### config.mk
export PLATFORM = sky130hd
export DESIGN_NAME = imem_loader
export DESIGN_NICKNAME = d
export VERILOG_FILES = /design/src/rtl/imem_loader_pkg.sv /design/src/rtl/imem_loader_packer.sv /design/src/rtl/imem_loader.sv
export SDC_FILE = /design/constraint.sdc
export NUM_CORES = 1
export LEC_CHECK = 0
export BUFFER_PORTS_ARGS = -buffer_cell sky130_fd_sc_hd__buf_2
export CORE_ASPECT_RATIO = 0.5
export CORE_MARGIN = 1
export CORE_UTILIZATION = 55
export CTS_CLUSTER_SIZE = 40
export DETAILED_ROUTE_END_ITERATION = 6
export GPL_ROUTABILITY_DRIVEN = 1
export PLACE_DENSITY = 0.92
export SLEW_MARGIN = 20
export SYNTH_ARGS = -nofsm -noshare
export SYNTH_HDL_FRONTEND = slang
export SYNTH_SLANG_ARGS = --single-unit
### constraint.sdc
create_clock -name clock -period 4.2 [get_ports clock]
set_input_delay 0 -clock clock [delete_from_list [all_inputs] [get_ports clock]]
set_output_delay 0 -clock clock [all_outputs]
set_load 0.02 [all_outputs]
### src/rtl/imem_loader_pkg.sv
// Shared definitions for the instruction-memory loader.
// - state_t     : loader FSM state encodings
// - WORD_BYTES  : bytes per instruction word
// - insert_lane : little-endian byte-lane insert (lane 0 -> bits [7:0]);
//                 the same lane convention is used by the instruction memory.
package imem_loader_pkg;

    typedef enum logic [1:0] {
        IDLE  = 2'd0,
        LOAD  = 2'd1,
        WRITE = 2'd2,
        DONE  = 2'd3
    } state_t;

    localparam int unsigned WORD_BYTES = 4;
    localparam int unsigned LANE_W     = 8;

    function automatic logic [31:0] insert_lane(input logic [31:0] word,
                                                input logic [1:0]  lane,
                                                input logic [7:0]  data);
        logic [31:0] r;
        r = word;
        for (int unsigned i = 0; i < WORD_BYTES; i++) begin
            if (lane == 2'(i)) begin
                r[i*LANE_W +: LANE_W] = data;
            end
        end
        return r;
    endfunction

endpackage

### src/rtl/imem_loader_packer.sv
// byte_packer: assembles accepted bytes into a 32-bit little-endian word.
// Ports:
//   clock, reset : clock and async active-high reset
//   clear        : drop any partial word and restart at lane 0
//   accept       : byte_data is taken into the current lane this cycle
//   byte_data    : incoming byte
//   word         : assembled word (complete in the cycle after word_full)
//   word_full    : this accept fills the last lane
module byte_packer (
    input  logic        clock,
    input  logic        reset,
    input  logic        clear,
    input  logic        accept,
    input  logic [7:0]  byte_data,
    output logic [31:0] word,
    output logic        word_full
);
    import imem_loader_pkg::*;

    logic [1:0]  byte_idx;
    logic [31:0] word_q;

    always_ff @(posedge clock or posedge reset) begin
        if (reset) begin
            byte_idx <= '0;
            word_q   <= '0;
        end else if (clear) begin
            byte_idx <= '0;
            word_q   <= '0;
        end else if (accept) begin
            word_q   <= insert_lane(word_q, byte_idx, byte_data);
            byte_idx <= byte_idx + 2'd1;
        end
    end

    assign word      = word_q;
    assign word_full = accept && (byte_idx == 2'(WORD_BYTES - 1));

endmodule

### src/rtl/imem_loader.sv
// imem_loader: packs a host byte stream into 32-bit words and writes them
// sequentially into instruction memory, holding the core while loading.
// Ports:
//   clock, reset            : clock and async active-high reset
//   load_start, load_len    : begin a load of load_len words (IDLE only)
//   load_abort              : terminate an in-progress load
//   byte_valid, byte_data   : host byte stream; byte_ready is the accept
//   mem_we, mem_addr, mem_wdata : instruction memory write port
//   cpu_hold                : core hold while a load is in progress
//   load_done               : one-cycle pulse on successful completion
//   load_error              : sticky error (bad length or abort)
module imem_loader #(
    parameter int unsigned MEM_WORDS = 64,
    parameter int unsigned LEN_W     = 16
) (
    input  logic             clock,
    input  logic             reset,
    input  logic             load_start,
    input  logic [LEN_W-1:0] load_len,
    input  logic             load_abort,
    input  logic             byte_valid,
    input  logic [7:0]       byte_data,
    output logic             byte_ready,
    output logic             mem_we,
    output logic [31:0]      mem_addr,
    output logic [31:0]      mem_wdata,
    output logic             cpu_hold,
    output logic             load_done,
    output logic             load_error
);
    import imem_loader_pkg::*;

    localparam int unsigned CNT_W = $clog2(MEM_WORDS + 1);

    state_t           state, state_next;
    logic [CNT_W-1:0] len_q;
    logic [CNT_W-1:0] word_cnt;
    logic [CNT_W-1:0] word_cnt_inc;
    logic [31:0]      cur_addr;
    logic [31:0]      addr_hold;
    logic [31:0]      wdata_hold;
    logic [31:0]      packed_word;
    logic             word_full;
    logic             start_ok;
    logic             accept;
    logic             packer_clear;
    logic             last_word;

    assign start_ok     = load_start && (load_len != '0) &&
                          (load_len <= LEN_W'(MEM_WORDS));
    // Abort wins over a coincident byte: the byte is never taken.
    assign accept       = byte_valid && byte_ready && !load_abort;
    assign packer_clear = ((state == IDLE) && start_ok) ||
                          ((state == LOAD) && load_abort);
    assign word_cnt_inc = word_cnt + CNT_W'(1);
    assign last_word    = (word_cnt_inc == len_q);
    assign cur_addr     = {{(32 - CNT_W - 2){1'b0}}, word_cnt, 2'b00};

    byte_packer u_packer (
        .clock     (clock),
        .reset     (reset),
        .clear     (packer_clear),
        .accept    (accept),
        .byte_data (byte_data),
        .word      (packed_word),
        .word_full (word_full)
    );

    // State register
    always_ff @(posedge clock or posedge reset) begin
        if (reset) begin
            state <= IDLE;
        end else begin
            state <= state_next;
        end
    end

    // Next-state logic
    always_comb begin
        state_next = state;
        case (state)
            IDLE:    if (start_ok) state_next = LOAD;
            LOAD: begin
                if (load_abort)     state_next = IDLE;
                else if (word_full) state_next = WRITE;
            end
            WRITE: begin
                if (load_abort)     state_next = IDLE;
                else if (last_word) state_next = DONE;
                else                state_next = LOAD;
            end
            DONE:    state_next = IDLE;
            default: state_next = IDLE;
        endcase
    end

    // Output logic; the write port shows the live word only during WRITE
    // and otherwise replays the last written address/data.
    always_comb begin
        byte_ready = (state == LOAD);
        mem_we     = (state == WRITE);
        cpu_hold   = (state != IDLE);
        load_done  = (state == DONE);
        mem_addr   = mem_we ? cur_addr    : addr_hold;
        mem_wdata  = mem_we ? packed_word : wdata_hold;
    end

    // Datapath: length latch, word counter, write hold and error flag
    always_ff @(posedge clock or posedge reset) begin
        if (reset) begin
            len_q      <= '0;
            word_cnt   <= '0;
            addr_hold  <= '0;
            wdata_hold <= '0;
            load_error <= 1'b0;
        end else begin
            case (state)
                IDLE: begin
                    if (start_ok) begin
                        len_q      <= load_len[CNT_W-1:0];
                        word_cnt   <= '0;
                        load_error <= 1'b0;
                    end else if (load_start) begin
                        load_error <= 1'b1;
                    end
                end
                LOAD: begin
                    if (load_abort) load_error <= 1'b1;
                end
                WRITE: begin
                    word_cnt   <= word_cnt_inc;
                    addr_hold  <= cur_addr;
                    wdata_hold <= packed_word;
                    if (load_abort) load_error <= 1'b1;
                end
                default: ;
            endcase
        end
    end

endmodule

==> metrics.txt <==
top post-synthesis cells by area dfrtp_1 (59%), mux2_2 (11%), nand2_1 (5.6%); largest net degree at the start of global routing 87; area of the mapped netlist slightly below 5000 um2; Pwr Density approximately 470 nW/um2; Root Driver clkbuf_16; CP max stage delay between 0.8 and 0.9 ns; CTS clock-pin slew for the worst setup and hold paths approximately 0.050 ns; gr usage total between 20% and 30%; per-cell routed wire length around 18 um; beginning of the critical path state[0]; yosys synthesis warning count 0; Critical Path AT roughly 2.9 ns; max_slew headroom a little under 40%; Yosys top cell area share 59.45%; Overflow after GRT 0; Setup-failing EPs final 0; top-count cell post-synth dfrtp_1; row count 23; Starting Density between 50% and 60%; RSZ-0062 raised after global routing false; # DRC 0; First-pass DRT Iterations 6; ratio of cells with drive above 1 in the final layout 34.77%; global-route wire length before repair between 15,000 and 20,000 um; cell area after layout ~6000 um2; Vias per Instance roughly 5.6; reg2reg start state[0]; port bufs 97; Starting DRT DRC Count 335; crit-path max FO 39; initial antenna violation count 0; vias in the first global route 3,735; Clock Skew slightly above 0.007 ns; die width roughly 130 um; crit start category register; clock latency at the later pin of the worst-skew pair around 0.4 ns; slowest stage cell, crit path ha_2; I/O pin cnt 98; placed cell area approximately 5400 um2; htree depth 4; max_cap viols 0; Buf+Inv Stages, Crit Path 3; Hold Path Class input port to register; Worst Tran Pin Value between 0.9 and 1 ns; hpwl dp roughly 7000 um; final layout net count 560; syn nets 443; Clock Sinks ~120; status finished clean; core area approximately 8300 um2; family with the most delay on the worst path buffers and inverters; VDD IR-drop max 395.6 uV; CTS tree yes; Netlist cell types 43; TritonCTS Buffers 17; Max Slew Vio Count 0; number of enable flip-flop cells after synthesis 0; final hold vios 0; Synth top cells by count dfrtp_1 (115), nand2_1 (72), mux2_2 (46); Mapped Cells between 400 and 500; ys async rst share 100.0%; critical path class register to output pin; antenna violation net count after detailed routing 0; Final Critical Period between 2 and 3 ns; crit share post-route 68.50%; Pleak ~0.0032 uW; total number of vias roughly 3.6k; setup bufs post-CTS 0; die area between 9000 and 10,000 um2; n_diodes 0; dominant synthesized flop cell dfrtp_1; synthesis-stage register bit count roughly 120; Max Fclk around 350 MHz; final setup TNS 0 ns; clk buf depth 2; Hold Crit Start load_len[13]; Synth area leader dfrtp_1; Cell Chain, Critical Path inv_1 -> ha_2 -> buf_4 -> mux2_2 -> buf_2; routed wire length between 10,000 and 15,000 um; Area Growth Syn to Fin 25.79%; Worst setup EP type output pin; GPL Wtd Cong 0.8218; syn avg cell area ~12 um2; Seq/Total Area, Yosys 59.45%; die span in y slightly below 70 um; Crit path required time approximately 4.2 ns
## worst min-delay path: cells and delay by family
family / cells / cell delay, ns
buffers and inverters: 1 / 0.08
AND/OR/NAND/NOR: 3 / 0.25
AO/OA/AOI/OAI: 1 / 0.11
## metrics by stage
step                setup WS, ns  hold WS, ns  power [uW]  util [%]  std cells
CTS                        1.386      0.06914        2886     73.70        644
floorplan                  1.156       0.1278        1506         -        404
finish                     1.323      0.07018        2891     73.73        644
global placement           1.930       0.2540        1583     65.19        596
global route               1.219      0.08842        3000     73.73        644
detailed placement         1.823       0.2530        1608     65.19        596
## what timing repair did
action,CTS,global route
hold buffers,18,0
resized for setup,0,0
hold endpoints to repair,126,0
## final cells by class
type                    instances  area, um2
inverters                      10      42.54
multi-input cells             260       1826
clock buffers                  25      495.5
repair buffers                117      680.7
clock inverters                 5      27.53
fillers                       475       2170
flip-flops and latches        115       2878
well taps                     112      140.1
## cell usage in the layout, fill, tap and decap left out, drive strengths merged
cell | Yosys | routed
a221oi | 1 | 1
ha | 10 | 10
a211oi | 1 | 1
and3 | 2 | 2
clkinv | 0 | 4
a21oi | 35 | 35
nand4 | 3 | 3
mux2i | 1 | 1
inv | 10 | 10
nand2b | 2 | 2
nor4 | 2 | 2
a31oi | 1 | 1
clkinvlp | 0 | 1
o21a | 1 | 1
nand3b | 1 | 1
o31ai | 10 | 10
buf | 11 | 99
o221ai | 1 | 1
a2bb2oi | 1 | 1
o41ai | 1 | 1
nor2 | 4 | 4
xnor2 | 9 | 9
mux2 | 46 | 46
dlygate4sd3 | 0 | 18
dfrtp | 115 | 115
clkbuf | 8 | 25
or4 | 4 | 4
nor3b | 1 | 1
xor2 | 2 | 2
or2 | 1 | 1
o21ai | 6 | 6
and2 | 8 | 8
nand2 | 73 | 73
o31a | 1 | 1
nor2b | 27 | 27
nand3 | 5 | 5
## state kept, by name (all words and copies together) (netlist names)
register,count
addr_hold,32
len_q,7
load_error,1
state,2
u_packer.byte_idx,2
u_packer.word,32
wdata_hold,32
word_cnt,7
## layer usage
metal / vias up / GRT usage [%] / share of wire, %
li1: 1604 / - / -
met1: 1830 / 32.10 / 40
met2: 166 / 48.52 / 52
met3: 29 / 8.889 / 6.0
met4: 0 / 13.62 / 2.3
met5: - / 0 / 0
## power breakdown
group | internal (uW) | leakage, uW | switching (uW)
Sequential | 1180 | 0.00159 | 50.1
Clock | 803 | 0.000259 | 463
Combinational | 135 | 0.00132 | 261
Total | 2120 | 0.00317 | 775
## final timing paths
check	to	slack [ns]	cells past startpoint
hold / removal	load_error	0.07	5
hold reg to reg	wdata_hold[12]	0.49	1
setup / recovery	mem_wdata[30]	1.32	5
max in group asynchronous	len_q[1]	3.03	4
min in group asynchronous	addr_hold[20]	0.28	3
setup reg to reg	wdata_hold[30]	1.77	4
## logic make-up after synthesis
kind of cell	Yosys count	synth area share, %
AOI/OAI and AO/OA	59	8.038
xor gates and xnor gates	11	1.990
adders and majority gates	10	2.585
buffers and inverters	29	2.895
DFF	115	59.45
muxes	47	10.91
and+or+nand+nor	133	14.14
Note: power is estimated with default switching activity, not from simulation.
